<file path="src/rtl/fir_decim_fifo.sv">
// Decimator behind the 9-tap FIR: drops pipeline warm-up samples, keeps one sample in
// every DECIM, and buffers kept samples in a first-word-fall-through FIFO.
module fir_decim_fifo #(
    parameter int N      = 24,
    parameter int DECIM  = 4,
    parameter int WARMUP = 10,
    parameter int DEPTH  = 8
) (
    input  logic                         clk,
    input  logic                         reset_n,
    input  logic                         clear,
    input  logic                         in_valid,
    input  logic signed [N-1:0]          data_in,
    output logic signed [N-1:0]          out_data,
    output logic                         out_valid,
    input  logic                         out_ready,
    output logic [$clog2(DEPTH+1)-1:0]   count,
    output logic                         overflow
);
    localparam int CW = $clog2(DEPTH + 1);
    localparam int AW = $clog2(DEPTH);
    localparam int PW = (DECIM > 1) ? $clog2(DECIM) : 1;
    localparam int WW = (WARMUP > 0) ? $clog2(WARMUP + 1) : 1;
    localparam logic [CW-1:0] FULL_CNT   = CW'(DEPTH);
    localparam logic [PW-1:0] LAST_PHASE = PW'(DECIM - 1);
    localparam logic [WW-1:0] WARM_INIT  = WW'(WARMUP);

    logic [N-1:0]  r_mem [DEPTH];
    logic [AW-1:0] r_rd_ptr;
    logic [AW-1:0] r_wr_ptr;
    logic [CW-1:0] r_count;
    logic [PW-1:0] r_phase;
    logic [WW-1:0] r_warm;
    logic          r_overflow;

    logic w_warming;
    logic w_full;
    logic w_wr_req;
    logic w_rd;
    logic w_wr;

    // Valid/ready: a sample leaves the FIFO on every clock edge where out_valid and
    // out_ready are both high; out_data is stable while out_valid is high and not taken.
    assign w_warming = (r_warm != '0);
    assign w_full    = (r_count == FULL_CNT);
    assign w_wr_req  = in_valid && !w_warming && (r_phase == '0) && !clear;
    assign w_rd      = out_valid && out_ready && !clear;
    // A full FIFO still accepts a write when the head is being read in the same cycle.
    assign w_wr      = w_wr_req && (!w_full || w_rd);

    assign out_valid = (r_count != '0);
    assign out_data  = r_mem[r_rd_ptr];
    assign count     = r_count;
    assign overflow  = r_overflow;

    always_ff @(posedge clk or negedge reset_n) begin
        if (!reset_n) begin
            for (int i = 0; i < DEPTH; i++) begin
                r_mem[i] <= '0;
            end
        end else if (w_wr) begin
            r_mem[r_wr_ptr] <= data_in;
        end
    end

    always_ff @(posedge clk or negedge reset_n) begin
        if (!reset_n) begin
            r_rd_ptr   <= '0;
            r_wr_ptr   <= '0;
            r_count    <= '0;
            r_phase    <= '0;
            r_warm     <= WARM_INIT;
            r_overflow <= 1'b0;
        end else if (clear) begin
            // The warm-up counter is deliberately left alone: the FIR pipeline is still primed.
            r_rd_ptr   <= '0;
            r_wr_ptr   <= '0;
            r_count    <= '0;
            r_phase    <= '0;
            r_overflow <= 1'b0;
        end else begin
            if (in_valid) begin
                if (w_warming) begin
                    r_warm <= r_warm - 1'b1;
                end else begin
                    r_phase <= (r_phase == LAST_PHASE) ? '0 : r_phase + 1'b1;
                end
            end
            if (w_wr) begin
                r_wr_ptr <= r_wr_ptr + 1'b1;
            end
            if (w_rd) begin
                r_rd_ptr <= r_rd_ptr + 1'b1;
            end
            if (w_wr && !w_rd) begin
                r_count <= r_count + 1'b1;
            end else if (w_rd && !w_wr) begin
                r_count <= r_count - 1'b1;
            end
            if (w_wr_req && w_full && !w_rd) begin
                r_overflow <= 1'b1;
            end
        end
    end

endmodule
</file>
<file path="config.mk">
export PLATFORM = sky130hd
export DESIGN_NAME = fir_decim_fifo
export DESIGN_NICKNAME = d
export VERILOG_FILES = /design/src/rtl/fir_decim_fifo.sv
export SDC_FILE = /design/constraint.sdc
export NUM_CORES = 1
export LEC_CHECK = 0
export ABC_AREA = 1
export CORE_MARGIN = 8
export CORE_UTILIZATION = 45
export DETAILED_ROUTE_END_ITERATION = 8
export DONT_BUFFER_PORTS = 1
export GPL_TIMING_DRIVEN = 0
export SYNTH_ARGS = -nofsm -noshare
export SYNTH_HDL_FRONTEND = slang
export SYNTH_SLANG_ARGS = --single-unit
</file>
<file path="constraint.sdc">
create_clock -name clk -period 1.98 [get_ports clk]
set_clock_uncertainty 0.05 [all_clocks]
set_input_delay 0.099 -clock clk [delete_from_list [all_inputs] [get_ports clk]]
set_output_delay 0.099 -clock clk [all_outputs]
set_load 0.01 [all_outputs]
</file>
### Word-level counts from Yosys, hierarchy flattened

Index checks and enable logic that the tools add are counted.

| operators by class | value |
|---|---|
| add/subtract/negate cells | 6 |
| eq/ne operators | 3 |
| $lt $le $gt $ge | 3 |
| reduce and logical (&&, ||, !) cells | 27 |
| muxes and demuxes | 19 |
| bitwise logic cells | 3 |

Operators by type and width:

| kind | number |
|---|---|
| bitwise mux 192 bit | 1 |
| binary-select mux 24 bit (select 3 bit) | 1 |
| demux 24 bit (select 3 bit) | 1 |
| two-way mux 24 bit | 3 |
| two-way mux 3 bit | 4 |
| two-way mux 4 bit | 3 |
| logical AND 1 bit | 11 |
| greater-or-equal comparator 4 bit, second input constant | 2 |
| two-way mux 2 bit | 4 |
| NOT 3 -> 4 bit | 2 |
| nonzero test 2 bit | 4 |
| nonzero test 4 bit | 2 |
| subtractor 4 x 1 -> 4 bit, second input constant | 2 |
| adder 3 x 1 -> 3 bit, second input constant | 2 |
| zero test 1 bit | 5 |
| adder 4 x 1 -> 4 bit, second input constant | 1 |
| == test 4 bit, second input constant | 1 |
| < comparator 4 x 1 -> 1 bit, second input constant | 1 |
| AND reduction 3 bit | 1 |
| nonzero test 3 bit | 1 |
| adder 2 x 1 -> 2 bit, second input constant | 1 |
| == test 2 bit, second input constant | 1 |
| zero test 2 bit | 1 |
| two-way mux 1 bit | 2 |
| 4 further kinds | 4 |

| word-level totals | value |
|---|---|
| logic and storage cells | 75 |
| input port bits | 29 |
| flip-flop bits (word level) | 209 |

### Depth between registers and ports, before layout

| depth | value |
|---|---|
| depth after elaboration | 11 |
| mapped depth | 14 |
| gate-level depth less buffers | 14 |

### Worst setup path before layout

No wires, ideal clock.

| timing path | value |
|---|---|
| kind | reg-to-reg |
| start | reg r_warm[0] |
| end | reg r_count[3] (netlist: count[3]) |
| data required time | 1814 ps |
| stages on the path, launching flop included | 15 |
| path slack | -141 ps |
| data arrival time | 1955 ps |
| buffers on the path | 0 |
| cells stage by stage | dfrtp_1 inv_1 ha_1 nand3_1 nor2_4 nand3_1 ha_1 a21oi_1 nand2_1 xor2_1 inv_1 nand2_1 nand2_1 nand2_1 nand2_1 |

| on the way | value |
|---|---|
| longest elaborated chain between the ends | 9 |
| elaborated cells between the ends (all ways) | 12 |
| classes of those cells | mux (2); reduce/logical (10) |

Ends and longest elaborated chain:

| item | RTL line | RTL |
|---|---|---|
| start: declaration | 33 | `logic [WW-1:0] r_warm;` |
| start signal: assignment | 84 | `r_warm <= r_warm - 1'b1;` |
| nonzero test 4 bit * | 44 | `assign w_warming = (r_warm != '0);` |
| zero test 1 bit * | 46 | `assign w_wr_req = in_valid && !w_warming && (r_phase == '0) && !clear;` |
| logical AND 1 bit * (3 in series) | 46 |  |
| logical AND 1 bit * | 49 | `assign w_wr = w_wr_req && (!w_full \|\| w_rd);` |
| logical AND 1 bit or zero test 1 bit (tied branches) | 95, 97 |  |
| two-way mux 4 bit or logical AND 1 bit (tied branches) | 95, 97 |  |
| two-way mux 4 bit or nonzero test 3 bit (tied branches) | -- |  |
| end signal: assignment | 96 | `r_count <= r_count + 1'b1;` |
| end signal: assignment | 98 | `r_count <= r_count - 1'b1;` |
| end: declaration | 31 | `logic [CW-1:0] r_count;` |

Every way passes the cells marked *; elsewhere a longest branch is shown, timed or not.
A chain may end at the register's enable or synchronous reset.

### Worst setup path in the final report

| timing path | value |
|---|---|
| start | reg r_rd_ptr[0] |
| end | out out_data[3] |

| on the way | value |
|---|---|
| longest elaborated chain between the ends | 4 |

Ends and longest elaborated chain:

| item | RTL line | RTL |
|---|---|---|
| start: declaration | 29 | `logic [AW-1:0] r_rd_ptr;` |
| start signal: assignment | 93 | `r_rd_ptr <= r_rd_ptr + 1'b1;` |
| NOT 3 -> 4 bit (not written as such) | 52 | `assign out_data = r_mem[r_rd_ptr];` |
| binary-select mux 24 bit (select 3 bit) | 52 |  |
| two-way mux 24 bit (not written as such) (2 in series) | 52 |  |
| end: declaration | 14 | `output logic signed [N-1:0] out_data,` |

Every way passes these cells. The select of a mux whose other input is x is not followed.

==> results.ini <==
[global_routing]
grtUsageTotal=0.235
globalRouteOverflowTotal=0
grt_pass1_vias=8537
grt_max_degree=210
grt_pass1_wl_um=48700
antenna_found_initial=0

[timing]
fmax_mhz=480
setup_viol=25
finalCritPeriodShare=1.05
rsz0062_at_grt=true
slew_headroom=0.597
whs_ns=-0.776
hold_violations=209
min_period_ns=2.08
tightest_slew_ns=0.604
fin_ws_ns=-0.103
drv_slew=0

[worst_setup_path]
path_max_fanout=10
cp-end-kind=output port
cp.arrival_ns=1.93
path_class=reg2out
cp.required_ns=1.83
slowest_stage=dfrtp_1
crit_top_cell=buf_12
crit_path_start_kind=register
path_cells=buf_12 > buf_12 > buf_12 > nor2_1 > o32ai_2 > nand2_1 > nand2_2
cp_slowest_stage_delay_ns=0.41

[clock_network]
clockBufferDepth=3
cts-root-buf=clkbuf_16
cts_hold_buf=27
clock_sinks=209
clk_pin_slew_ns=0.06
clk_latency_ns=0.52
cts_buffers=23
htreeDepth=1
tritoncts=yes

[detailed_routing]
drc=0
dr.pass1.iters=5
wirelength_um=31300
drt_iter0_drc=867
antenna_left=0
wl_per_cell_um=20.9
routed_via_density=5.66
dr_total_vias=8475

[finish]
final_nets=1243
stdcell_count=1497
final_common_cell=nand2_1
layout_common_cells=269 x nand2_1, 201 x dfrtp_1, 120 x o21ai_1
drive_gt1_frac=0.260
antenna_cells=0
final_cell_area_mm2=0.0126
synthToLayoutAreaGrowth_pct=31.0

[synth]
yosysUniqueCellTypes=32
syn_avg_cell_area_um2=8.60
synth-seq-area-share=0.543
syn_inst=1121
syn_nets=1159
ys_warn_count=0
synth_seq_cells=209
synth_area_mm2=0.00964

[power]
ir_worst_vdd_uv=649
powerDensity_mw_per_mm2=1170
p_leak_nw=5.79

[outcome]
violations=negative hold slack, negative setup slack
status=complete, but fails checks

[floorplanning]
initial_utilization=0.459
core-area_mm2=0.0210
num_io_pins=59
dieArea_mm2=0.0264
die_w_um=162
rows=53
die_h_um=162

[worst_hold_path]
hold_path_class=in2async

[placed_design]
place_congestion=0.836
placed_cell_area_mm2=0.0100
dp_cells=1396
place.port_buffers=0
dp_hpwl_um=18800

[run]
max_cap_viol_count=0

-- per-stage QoR --
step           utilization  hold WS, ns  setup slack, ns  total power, mW  setup TNS [ns]
2_1_floorplan            -       -0.247          0.00931             7.50               0
6_report             0.601       -0.776           -0.103             14.8           -1.70
4_1_cts              0.586       -0.780           -0.120             14.4           -2.59
3_3_place_gp         0.477       -0.239           -0.184             8.41          -14.24
3_5_place_dp         0.477       -0.238           -0.242             8.44          -16.57
5_1_grt              0.601       -0.781           -0.195             15.5           -8.10
-- state kept, by name (all words and copies together), names as in the netlist --
name	cells
overflow	1
count	4
r_wr_ptr	3
r_warm	4
r_phase	2
r_mem	192
r_rd_ptr	3
-- critical path, delay by kind of cell (launching register included) --
kind	cells	cell delay [ns]
AO/OA/AOI/OAI	1	0.26
flip-flops	1	0.41
AND/OR/NAND/NOR	3	0.26
buffers and inverters	3	0.48
-- final timing paths --
path                                   from  cells past startpoint           to  slack, ns
worst min register to register   r_mem[127]                      2   r_mem[127]       0.43
worst min-delay path                reset_n                      0   r_mem[177]      -0.78
max in group asynchronous           reset_n                      0   r_mem[100]       2.23
worst max register to register   r_phase[1]                     14     count[3]      -0.05
min in group clk                      clear                      4     count[3]       0.34
worst max-delay path            r_rd_ptr[0]                      7  out_data[3]      -0.10
-- cells in the mapped netlist, drive strengths merged --
library cell	number	share of area
nor4	1	0.00065
buf	39	0.035
o2bb2ai	1	0.00091
a21oi	3	0.0016
xnor2	1	0.00091
nand4	1	0.00065
fa	1	0.0021
xor2	4	0.0036
nor2	159	0.064
a22o	1	0.00091
inv	41	0.016
o32ai	48	0.044
nand3	11	0.0073
o21ai	250	0.13
clkinv	2	0.00078
clkbuf	38	0.015
ha	8	0.010
nand2	303	0.12
dfstp	2	0.0054
dfrtp	207	0.54
-- logic make-up (layout without fill, tap and decap cells) --
| group | after synthesis | in the layout | synth area share |
|---|---|---|---|
| buffers and inverters | 120 | 221 | 0.0670 |
| flip-flops | 209 | 209 | 0.543 |
| AO/OA/AOI/OAI | 303 | 303 | 0.180 |
| adder cells (fa/ha/maj) | 9 | 9 | 0.0125 |
| AND/OR/NAND/NOR | 475 | 475 | 0.194 |
| XOR/XNOR | 5 | 5 | 0.00454 |
-- power by group --
group          switching (mW)  internal (mW)  leakage, nW  total (mW)
combinational            2.98           2.46         2.57        5.45
sequential              0.393           4.75         2.86        5.14
clock                    1.78           2.43        0.357        4.21
total                    5.15           9.64         5.79        14.8
-- metal layers --
metal  track usage  wire length (um)
met4        0.0922               879
met3        0.0367              1780
met5             0                 0
met2         0.372             14700
met1         0.320             13900
-- layout make-up --
type                       count  area, um^2
timing repair inverter         1        16.3
clock inverter                 6        58.8
sequential                   209        5240
clock buffer                  36         664
multi-input combinational    792        4550
tap                          275         344
timing repair buffer          62         724
inverter                      43         180
buffer                        73         855
fill                        1813        8390
-- what timing repair did --
action                                 in CTS  in global routing
setup endpoints to repair                 156                170
buffers inserted                           22                  6
gates resized for setup                   254                116
pin swaps                                  53                 73
endpoints found under the hold margin     418                209
gates cloned                               12                  1
No activity file was read; power rests on OpenSTA's default activity.
